File: src/rtl/clksw_sequencer_if.sv
// Control and status bundle between the clock-switch sequencer and its
// environment (speed request, config write, switch feedback and drives).
interface clksw_sequencer_if;
  logic want_hs;
  logic hsclk_selected_in;
  logic lsclk_selected_in;
  logic cfg_wr;
  logic cfg_div;
  logic cfg_delay;
  logic hsclk_sel;
  logic cpuclk_div_sel;
  logic delay_sel;
  logic on_hs;
  logic switching;
  logic cfg_pending;
  logic err;

  modport master (
    output want_hs, hsclk_selected_in, lsclk_selected_in, cfg_wr, cfg_div, cfg_delay,
    input  hsclk_sel, cpuclk_div_sel, delay_sel, on_hs, switching, cfg_pending, err
  );

  modport slave (
    input  want_hs, hsclk_selected_in, lsclk_selected_in, cfg_wr, cfg_div, cfg_delay,
    output hsclk_sel, cpuclk_div_sel, delay_sel, on_hs, switching, cfg_pending, err
  );
endinterface

File: src/rtl/clksw_sequencer.sv
// HS/LS CPU clock switch sequencer: acknowledged four-state switch with dwell,
// timeout recovery to LS and LS-only config apply. CLKSW_SYNC3_EN selects 3-FF ack synchronizers.
module clksw_sequencer #(
  parameter int unsigned DWELL_CYCLES   = 8,
  parameter int unsigned TIMEOUT_CYCLES = 64,
  parameter logic        DELAY_SEL_RST  = 1'b1
) (
  input logic              hsclk_in,
  input logic              rst_b,
  clksw_sequencer_if.slave bus
);

`ifdef CLKSW_SYNC3_EN
  localparam int SYNC_STAGES = 3;
`else
  localparam int SYNC_STAGES = 2;
`endif

  localparam int             TW         = $clog2(TIMEOUT_CYCLES);
  localparam logic [TW-1:0]  TMO_LAST   = TW'(TIMEOUT_CYCLES - 1);
  localparam logic [7:0]     DWELL_LOAD = 8'(DWELL_CYCLES);

  typedef enum logic [1:0] {ST_LS, ST_SW_HS, ST_HS, ST_SW_LS} state_t;

  logic [SYNC_STAGES-1:0] hs_sync, ls_sync;
  logic                   hs_s, ls_s, hs_ack, ls_ack;

  state_t        state;
  logic [7:0]    dwell_cnt;
  logic [TW-1:0] tmo_cnt;
  logic          pend_div, pend_delay;
  logic          hsclk_sel_q, div_sel_q, delay_sel_q;
  logic          on_hs_q, switching_q, cfg_pending_q, err_q;
  logic          dwell_done, tmo_hit;

  // NOTE: synchronizer flops reset to the settled-LS pattern (hs=0, ls=1),
  // so the chain never presents a false acknowledge coming out of reset.
  always_ff @(posedge hsclk_in) begin
    if (!rst_b) begin
      hs_sync <= '0;
      ls_sync <= '1;
    end else begin
      hs_sync <= {hs_sync[SYNC_STAGES-2:0], bus.hsclk_selected_in};
      ls_sync <= {ls_sync[SYNC_STAGES-2:0], bus.lsclk_selected_in};
    end
  end

  assign hs_s   = hs_sync[SYNC_STAGES-1];
  assign ls_s   = ls_sync[SYNC_STAGES-1];
  // Both-high or both-low feedback is a switch in transit, never an ack.
  assign hs_ack = hs_s & ~ls_s;
  assign ls_ack = ls_s & ~hs_s;

  assign dwell_done = (dwell_cnt == 8'd0);
  assign tmo_hit    = (tmo_cnt == TMO_LAST);

  // NOTE: all state here uses non-blocking assignments; the later write to
  // cfg_pending in the same block intentionally overrides the apply-clear.
  always_ff @(posedge hsclk_in) begin
    if (!rst_b) begin
      state         <= ST_LS;
      dwell_cnt     <= DWELL_LOAD;
      tmo_cnt       <= '0;
      pend_div      <= 1'b0;
      pend_delay    <= DELAY_SEL_RST;
      hsclk_sel_q   <= 1'b0;
      div_sel_q     <= 1'b0;
      delay_sel_q   <= DELAY_SEL_RST;
      on_hs_q       <= 1'b0;
      switching_q   <= 1'b0;
      cfg_pending_q <= 1'b0;
      err_q         <= 1'b0;
    end else begin
      if (bus.cfg_wr) begin
        pend_div   <= bus.cfg_div;
        pend_delay <= bus.cfg_delay;
      end

      unique case (state)
        ST_LS: begin
          if (!dwell_done) dwell_cnt <= dwell_cnt - 8'd1;
          if (bus.want_hs && dwell_done && !cfg_pending_q) begin
            state       <= ST_SW_HS;
            hsclk_sel_q <= 1'b1;
            switching_q <= 1'b1;
            tmo_cnt     <= '0;
          end else if (cfg_pending_q) begin
            div_sel_q     <= pend_div;
            delay_sel_q   <= pend_delay;
            cfg_pending_q <= 1'b0;
          end
        end

        ST_SW_HS: begin
          if (hs_ack) begin
            state       <= ST_HS;
            on_hs_q     <= 1'b1;
            switching_q <= 1'b0;
            dwell_cnt   <= DWELL_LOAD;
          end else if (tmo_hit) begin
            state       <= ST_SW_LS;
            hsclk_sel_q <= 1'b0;
            err_q       <= 1'b1;
            tmo_cnt     <= '0;
          end else if (tmo_cnt != '1) begin
            tmo_cnt <= tmo_cnt + 1'b1;
          end
        end

        ST_HS: begin
          if (!dwell_done) dwell_cnt <= dwell_cnt - 8'd1;
          // A pending config also forces a trip through LS, even if HS is still wanted.
          if (dwell_done && (!bus.want_hs || cfg_pending_q)) begin
            state       <= ST_SW_LS;
            hsclk_sel_q <= 1'b0;
            on_hs_q     <= 1'b0;
            switching_q <= 1'b1;
            tmo_cnt     <= '0;
          end
        end

        ST_SW_LS: begin
          if (ls_ack) begin
            state       <= ST_LS;
            switching_q <= 1'b0;
            dwell_cnt   <= DWELL_LOAD;
          end else if (tmo_hit) begin
            err_q   <= 1'b1;
            tmo_cnt <= '0;
          end else if (tmo_cnt != '1) begin
            tmo_cnt <= tmo_cnt + 1'b1;
          end
        end

        default: state <= ST_LS;
      endcase

      if (bus.cfg_wr) cfg_pending_q <= 1'b1;
    end
  end

  assign bus.hsclk_sel      = hsclk_sel_q;
  assign bus.cpuclk_div_sel = div_sel_q;
  assign bus.delay_sel      = delay_sel_q;
  assign bus.on_hs          = on_hs_q;
  assign bus.switching      = switching_q;
  assign bus.cfg_pending    = cfg_pending_q;
  assign bus.err            = err_q;

endmodule

File: src/flat_wrapper.sv
// flat-port wrapper written by rule: the top's interface ports become plain ports
module clksw_sequencer_flat 
#(
  parameter int unsigned DWELL_CYCLES   = 8,
  parameter int unsigned TIMEOUT_CYCLES = 64,
  parameter logic        DELAY_SEL_RST  = 1'b1
)
  (hsclk_in, rst_b, bus_want_hs, bus_hsclk_selected_in, bus_lsclk_selected_in, bus_cfg_wr, bus_cfg_div, bus_cfg_delay, bus_hsclk_sel, bus_cpuclk_div_sel, bus_delay_sel, bus_on_hs, bus_switching, bus_cfg_pending, bus_err);
  clksw_sequencer_if bus_i ();
  input logic hsclk_in;
  input logic rst_b;
  input wire logic [$bits(bus_i.want_hs)-1:0] bus_want_hs;
  input wire logic [$bits(bus_i.hsclk_selected_in)-1:0] bus_hsclk_selected_in;
  input wire logic [$bits(bus_i.lsclk_selected_in)-1:0] bus_lsclk_selected_in;
  input wire logic [$bits(bus_i.cfg_wr)-1:0] bus_cfg_wr;
  input wire logic [$bits(bus_i.cfg_div)-1:0] bus_cfg_div;
  input wire logic [$bits(bus_i.cfg_delay)-1:0] bus_cfg_delay;
  output wire logic [$bits(bus_i.hsclk_sel)-1:0] bus_hsclk_sel;
  output wire logic [$bits(bus_i.cpuclk_div_sel)-1:0] bus_cpuclk_div_sel;
  output wire logic [$bits(bus_i.delay_sel)-1:0] bus_delay_sel;
  output wire logic [$bits(bus_i.on_hs)-1:0] bus_on_hs;
  output wire logic [$bits(bus_i.switching)-1:0] bus_switching;
  output wire logic [$bits(bus_i.cfg_pending)-1:0] bus_cfg_pending;
  output wire logic [$bits(bus_i.err)-1:0] bus_err;
  assign bus_i.want_hs = bus_want_hs;
  assign bus_i.hsclk_selected_in = bus_hsclk_selected_in;
  assign bus_i.lsclk_selected_in = bus_lsclk_selected_in;
  assign bus_i.cfg_wr = bus_cfg_wr;
  assign bus_i.cfg_div = bus_cfg_div;
  assign bus_i.cfg_delay = bus_cfg_delay;
  assign bus_hsclk_sel = bus_i.hsclk_sel;
  assign bus_cpuclk_div_sel = bus_i.cpuclk_div_sel;
  assign bus_delay_sel = bus_i.delay_sel;
  assign bus_on_hs = bus_i.on_hs;
  assign bus_switching = bus_i.switching;
  assign bus_cfg_pending = bus_i.cfg_pending;
  assign bus_err = bus_i.err;
  clksw_sequencer #(.DWELL_CYCLES(DWELL_CYCLES), .TIMEOUT_CYCLES(TIMEOUT_CYCLES), .DELAY_SEL_RST(DELAY_SEL_RST)) u_core (.hsclk_in(hsclk_in), .rst_b(rst_b), .bus(bus_i));
endmodule
File: config.mk
export PLATFORM = sky130hd
export DESIGN_NAME = clksw_sequencer_flat
export DESIGN_NICKNAME = d
export VERILOG_FILES = /design/src/rtl/clksw_sequencer_if.sv /design/src/rtl/clksw_sequencer.sv /design/src/flat_wrapper.sv
export SDC_FILE = /design/constraint.sdc
export NUM_CORES = 1
export LEC_CHECK = 0
export CELL_PAD_IN_SITES_DETAIL_PLACEMENT = 0
export CELL_PAD_IN_SITES_GLOBAL_PLACEMENT = 1
export CORE_MARGIN = 3
export CORE_UTILIZATION = 42
export DETAILED_ROUTE_END_ITERATION = 7
export PLACE_DENSITY_LB_ADDON = 0.1
export RECOVER_POWER = 50
export SLEW_MARGIN = 20
export SYNTH_ARGS = -nofsm -noshare
export SYNTH_HDL_FRONTEND = slang
export SYNTH_SLANG_ARGS = --single-unit
File: constraint.sdc
create_clock -name hsclk_in -period 3.2 [get_ports hsclk_in]
set_clock_uncertainty 0.05 [all_clocks]
set_input_delay 0.64 -clock hsclk_in [delete_from_list [all_inputs] [get_ports hsclk_in]]
set_output_delay 0.64 -clock hsclk_in [all_outputs]
set_load 0.02 [all_outputs]
After elaboration in Yosys (flattened, before gate mapping):

Index checks and enable logic that the tools add are counted.

* register bits: 29
* word-level logic and storage cells: 93

* reductions and logical operators: 22
* add/sub/neg operators: 2
* equality and inequality tests: 15
* bitwise logic cells: 5
* muxes and demuxes: 35

Operator list (count)
* 6-bit 2-to-1 mux: 6
* 8-bit 2-to-1 mux: 3
* 6-bit one-hot mux with 4 select lines: 1
* 8-bit one-hot mux with 3 select lines: 1
* 1-bit 2-to-1 mux: 14
* 3-bit AND reduction: 4
* 4-bit AND reduction: 3
* 2-bit 2-to-1 mux: 5
* 2-bit by 1-bit inequality test with 1-bit output, second input constant: 5
* 8-bit logical NOT: 1
* 2-bit inequality test, second input constant: 4
* 2-bit one-hot mux with 4 select lines: 1
* 8-bit by 1-bit subtractor with 8-bit output, second input constant: 1
* 6-bit by 1-bit adder with 6-bit output, second input constant: 1
* 6-bit equality test, second input constant: 1
* 6-bit inequality test, second input constant: 1
* 2-bit nonzero test: 3
* 5-bit AND reduction: 1
* 2-bit equality test, second input constant: 2
* 1-bit one-hot mux with 2 select lines: 2
* 1-bit one-hot mux with 4 select lines: 1
* 1-bit logical AND: 3
* 3-bit by 1-bit inequality test with 1-bit output, second input constant: 1
* 1-bit inverter: 3
* other kinds (9): 11

Longest topological paths before layout:

* depth after elaboration: 6
* depth in mapped cells: 8

Worst setup path before layout:

OpenSTA, ideal clock, no wires.

* path type: register to register
* start: register u_core.dwell_cnt[0]
* end: register u_core.tmo_cnt[4]
* buffers on the path: 1
* cell stages (with the launch flop): 9
* data arrival time: 2.134 ns
* library setup time: 0.070 ns
* clock period less this slack: 2.254 ns
* setup slack: 0.946 ns
* path through: dfxtp_1 inv_1 ha_1 or3b_2 nor4_4 o31ai_1 buf_2 or4b_1 a21oi_1

* cells in the longest elaborated chain, start to end: 5

Ends and longest elaborated chain
* start, declared: RTL line clksw_sequencer.sv:29 `logic [7:0] dwell_cnt;`
* start signal, assigned: RTL line clksw_sequencer.sv:81 `if (!dwell_done) dwell_cnt <= dwell_cnt - 8'd1;`
* start signal, assigned: RTL line clksw_sequencer.sv:111 `if (!dwell_done) dwell_cnt <= dwell_cnt - 8'd1;`
* 8-bit logical NOT (*): RTL line clksw_sequencer.sv:54 `assign dwell_done = (dwell_cnt == 8'd0);`
* 1-bit logical AND (2 in a row): RTL line clksw_sequencer.sv:82 `if (bus.want_hs && dwell_done && !cfg_pending_q) begin`
* 2-bit by 1-bit inequality test with 1-bit output (no line)
* 4-bit AND reduction (no line) (*)
* end signal, assigned: RTL line clksw_sequencer.sv:106 `tmo_cnt <= tmo_cnt + 1'b1;`
* end signal, assigned: RTL line clksw_sequencer.sv:131 `tmo_cnt <= tmo_cnt + 1'b1;`
* end, declared: RTL line clksw_sequencer.sv:30 `logic [TW-1:0] tmo_cnt;`

Every way passes the cells marked *; elsewhere a longest branch is shown, timed or not.
A chain may end at the register's enable or synchronous reset.

Final worst setup path:

* start: register u_core.dwell_cnt[0]
* end: register u_core.tmo_cnt[2]

The elaborated chain is that of the path after synthesis.

==> metrics list <==
- During synthesis, Yosys emitted a total of 0 warnings.
* Placeable core area: approximately 3200 µm²
- Global routing used 16.4% of the available tracks across all layers.
* Switching Power: 421 µW
* Slew at the pin closest to its max-slew limit: 653 ps
- Counting buffers and inverters, the worst setup path is 8 cells deep.
* Outcome: complete, no violations
* Distinct cell type count after synthesis: 38
- Once the clock tree was built, the resizer swapped 0 gates to a different size.
* Power density over the cells: 674 nW/µm²
- Buffers inserted during clock tree synthesis total 5.
- A synthesized cell averages 8.65 µm².
- The worst setup path is launched from a flop.
* Data arrival time of the worst path: 2640 ps
- Number of nets in the finished design: 202
- The number of antenna violations at the first check in global routing was 0.
- For this run the aggregate overflow at the end of global routing stands at 0.
* Cell type with the largest total area after synthesis: sky130_fd_sc_hd__dfxtp_1
- After detailed routing, the average wire length per cell comes to 12.7 µm.
- The die covers about 4200 µm².
- The top cell type by area accounts for 40.5% of the synthesized area.
- In the final layout, flip-flops and latches occupy 581 µm².
- Area overhead of the layout relative to synthesis: 18.7%
- Final setup viols: 0
* Seq pwr share: around two fifths
* Unrepaired setup endpoints after global routing: no
- Clock period minus final worst setup slack: 2430 ps
- Ranking of synthesized cells by area: sky130_fd_sc_hd__dfxtp_1 40%, sky130_fd_sc_hd__a21oi_1 6.3%, sky130_fd_sc_hd__ha_1 6.1%
- Of the total synthesized cell area, the portion taken by full adders, half adders and majority gates is between 6 and 7%.
- 15 I/O pins were placed.
* Kind of cell with the highest combined delay on the critical path: simple AND/OR/NAND/NOR gates
- Maximum number of pins on one net before global-route repair: 15
- Count of flip-flops with a built-in enable after synthesis: 0
- Post-CTS setup repair buffer count: 0
- Placed cell count: roughly 220
* Post-Layout Cell Count: 232
- Cells after Synth: 166
* Primary FF master, synth: sky130_fd_sc_hd__dfxtp_1
- Endpoints failing hold: 0
- The post-route netlist has 7.98% of its cells at a drive strength greater than 1.
- The H-tree was split into 2 levels.
- Type of the worst setup path: flop to flop
* Detailed router's first-iteration violation count: 33
* Total via count in the routed design: roughly 1200
- Static Leakage: 0.000669 µW
- Pre-Repair DR Iteration Count: 4
* Total number of clock tree sinks: 29
- Share of the synthesized netlist area taken by xor and xnor gates: between 1.5 and 2%
* WL final: 2.95 mm
* Largest stage delay on the critical path: 530 ps
- The count of buffers added on input and output ports is 14.
- Combinational cell fraction of total power: a little over a third
* Mux cell area share after synthesis: under 10%
- Net switching is 36.7% of the power.
* List of cells traversed by the critical path: inv_1, ha_1, or3b_2, nor4_4, o31ai_1, buf_4, or4b_1, a21oi_1
- Summed over all failing endpoints, the final setup total negative slack is 0 ps.
- Cell-internal power: 727 µW
- Clock tree root buffer cell: sky130_fd_sc_hd__clkbuf_4
* Proportion of power drawn by the clock network: 22.6%
* R2R depth: 8
* Portion of the post-synthesis area used by sequential elements: 40.5%
* Antenna Diode Count: 0
- Gpl congestion: 0.777
- Cts-stage hold buffer count: 0
* Effective utilization at floorplan: 45.5%
- Detailed placement ended at an HPWL of 2.23 mm.
* Filler cells: 304
- From bottom edge to top edge, the die measures 64.5 µm.
- Worst EP required: 3410 ps
- Kind of path behind the tightest hold check: flop to flop
* IR drop worst, VDD: ~0.31 mV
- Post-synthesis compound-gate area fraction: between 10% and 20%
- The count of nets left with antenna violations once routing finished came out at 0.
- In this run, synthesis produced a sequential element count of 29.
- Critical-path top delay cell: sky130_fd_sc_hd__or3b_2
* Peak Freq: 411 MHz
- The multi-input combinational cells in the finished layout cover a total of 820 µm².
- Area of the mapped netlist: 1440 µm²
- Via count of the first global-routing pass: 1197
- The tightest hold path in the finished design has a slack of between 300 and 400 ps.
- In this run the worst path has a maximum fanout of 11.
- After synthesis, the largest family of logic cells by area is simple AND/OR/NAND/NOR gates.
* Number of instances on the worst hold path: 1
* Max-capacitance violation count: 0
- Number of cell rows: 20
* Die W: 64.5 µm
- For this run, design rule violations remaining after detail routing come to 0.
- Counting flops with an async set or reset pin after synthesis yields a share of 0%.
- The number of nets in the synthesized netlist is 181.
- At the later pin of the worst-skew pair, clock insertion delay measures between 300 and 400 ps.
- After detailed routing, the number of vias per cell comes to 5.28.
- After clock tree synthesis, the clock-pin slew on the worst setup and hold paths is 100 ps.
- The first global-routing pass estimated 5.29 mm of wire.
- Buffering stage count on the worst path with inverters included: 2
- Clock tree from TritonCTS: done
- Measured against its own limit, the worst slew margin works out to between 50 and 60%.
- The synthesized netlist devotes 30.0% of its cell area to simple gates.
- The worst path uses about three quarters of the clock period.
- In this run the deepest clock path goes through 2 buffers.
* Endpoint class of the critical path: flop
- Number of slew-limit violations in the final report: 0
-- sequential cells by signal, indices dropped and copies added (netlist names) --
name,flops
u_core.bus.on_hs,1
u_core.pend_delay,1
u_core.pend_div,1
u_core.state,2
u_core.tmo_cnt,6
u_core.hs_sync,2
u_core.dwell_cnt,8
u_core.bus.switching,1
u_core.bus.err,1
u_core.bus.delay_sel,1
u_core.bus.cfg_pending,1
u_core.bus.cpuclk_div_sel,1
u_core.bus.hsclk_sel,1
u_core.ls_sync,2
-- stage by stage --
stage | util, % | power (µW) | area [µm²] | setup slack, ps
after floorplan | - | 784 | 1440 | 946
after global placement | 52.0 | 893 | 1640 | 772
after detailed placement | 52.0 | 903 | 1640 | 739
after CTS | 54.2 | 1170 | 1710 | 767
after global routing | 54.0 | 1250 | 1700 | 623
final | 54.0 | 1150 | 1700 | 769
-- final timing paths --
path / startpoint / to / slack [ps]
worst max-delay path: u_core.dwell_cnt[0] / u_core.tmo_cnt[2] / 770
worst min-delay path: u_core.ls_sync[0] / u_core.ls_sync[1] / 370
worst max register to register: u_core.dwell_cnt[0] / u_core.tmo_cnt[2] / 770
worst min register to register: u_core.ls_sync[0] / u_core.ls_sync[1] / 370
-- placed cells by master, fill, tap and decap left out, types with 2 or more instances in the layout --
cell type                         synthesis  final
sky130_fd_sc_hd__o31ai_1                  5      5
sky130_fd_sc_hd__nor3_1                   3      3
sky130_fd_sc_hd__nor2_1                  15     15
sky130_fd_sc_hd__clkdlybuf4s50_1          0      7
sky130_fd_sc_hd__clkbuf_8                 0      2
sky130_fd_sc_hd__nand2_1                 16     16
sky130_fd_sc_hd__inv_1                    6      6
sky130_fd_sc_hd__or4_1                    3      3
sky130_fd_sc_hd__and3_1                   2      2
sky130_fd_sc_hd__or4b_1                   2      2
sky130_fd_sc_hd__nand3_1                  8      8
sky130_fd_sc_hd__xor2_1                   3      3
sky130_fd_sc_hd__dlygate4sd3_1            0      7
sky130_fd_sc_hd__nor2b_1                  2      2
sky130_fd_sc_hd__clkbuf_4                 0      5
sky130_fd_sc_hd__mux2i_1                  3      3
sky130_fd_sc_hd__or3_1                    6      6
sky130_fd_sc_hd__ha_1                     7      7
sky130_fd_sc_hd__nand2b_1                 6      6
sky130_fd_sc_hd__o21ai_0                  6      6
sky130_fd_sc_hd__or2_2                    2      2
sky130_fd_sc_hd__dfxtp_1                 29     29
sky130_fd_sc_hd__clkbuf_1                 2      2
sky130_fd_sc_hd__o211ai_1                 4      4
sky130_fd_sc_hd__a21oi_1                 18     18
-- cells in the mapped netlist (4+ instances only) --
library cell / instances
sky130_fd_sc_hd__o21ai_0: 6
sky130_fd_sc_hd__nand2_1: 16
sky130_fd_sc_hd__ha_1: 7
sky130_fd_sc_hd__or3_1: 6
sky130_fd_sc_hd__o211ai_1: 4
sky130_fd_sc_hd__a21oi_1: 18
sky130_fd_sc_hd__o31ai_1: 5
sky130_fd_sc_hd__nand3_1: 8
sky130_fd_sc_hd__nand2b_1: 6
sky130_fd_sc_hd__nor2_1: 15
sky130_fd_sc_hd__inv_1: 6
sky130_fd_sc_hd__dfxtp_1: 29
-- cell type report --
type / instances / area share (%)
Inverter: 6 / 1.32
Sequential cell: 29 / 34.1
Multi-Input combinational cell: 128 / 48.1
Clock buffer: 7 / 3.82
Clock inverter: 1 / 0.294
Tap cell: 44 / 3.23
Timing Repair Buffer: 17 / 9.11
-- metal layers --
layer / share of wire [%] / up-vias / track usage, %
li1: - / 642 / -
met1: 50 / 559 / 20.7
met2: 44 / 19 / 24.6
met3: 5.0 / 4 / 6.59
met4: 0.92 / 0 / 6.86
met5: 0 / - / 0
-- worst register-to-register path, delay by kind of cell (launching register included) --
family,cells,cell delay (ps)
flops,1,350
buf+inv,2,300
simple gates,3,1270
compound gates,2,260
fa+ha+maj,1,150
-- power by group through the flow --
| stage | Clock (µW) | Sequential, µW | Combinational, µW |
|---|---|---|---|
| 6_report | 260 | 472 | 416 |
| 5_1_grt | 291 | 481 | 475 |
| 4_1_cts | 270 | 472 | 427 |
| 3_5_place_dp | 0 | 480 | 423 |
| 3_3_place_gp | 0 | 478 | 416 |
| 2_1_floorplan | 0 | 487 | 297 |
-- logic make-up (layout without fill, tap and decap cells) --
family / count (synthesis) / in the layout
buffers and inverters: 9 / 31
adder cells (fa/ha/maj): 7 / 7
AND/OR/NAND/NOR: 74 / 74
flip-flops: 29 / 29
XOR/XNOR: 3 / 3
multiplexers: 3 / 3
AO/OA/AOI/OAI: 41 / 41
Note: power is estimated with default switching activity, not from simulation.
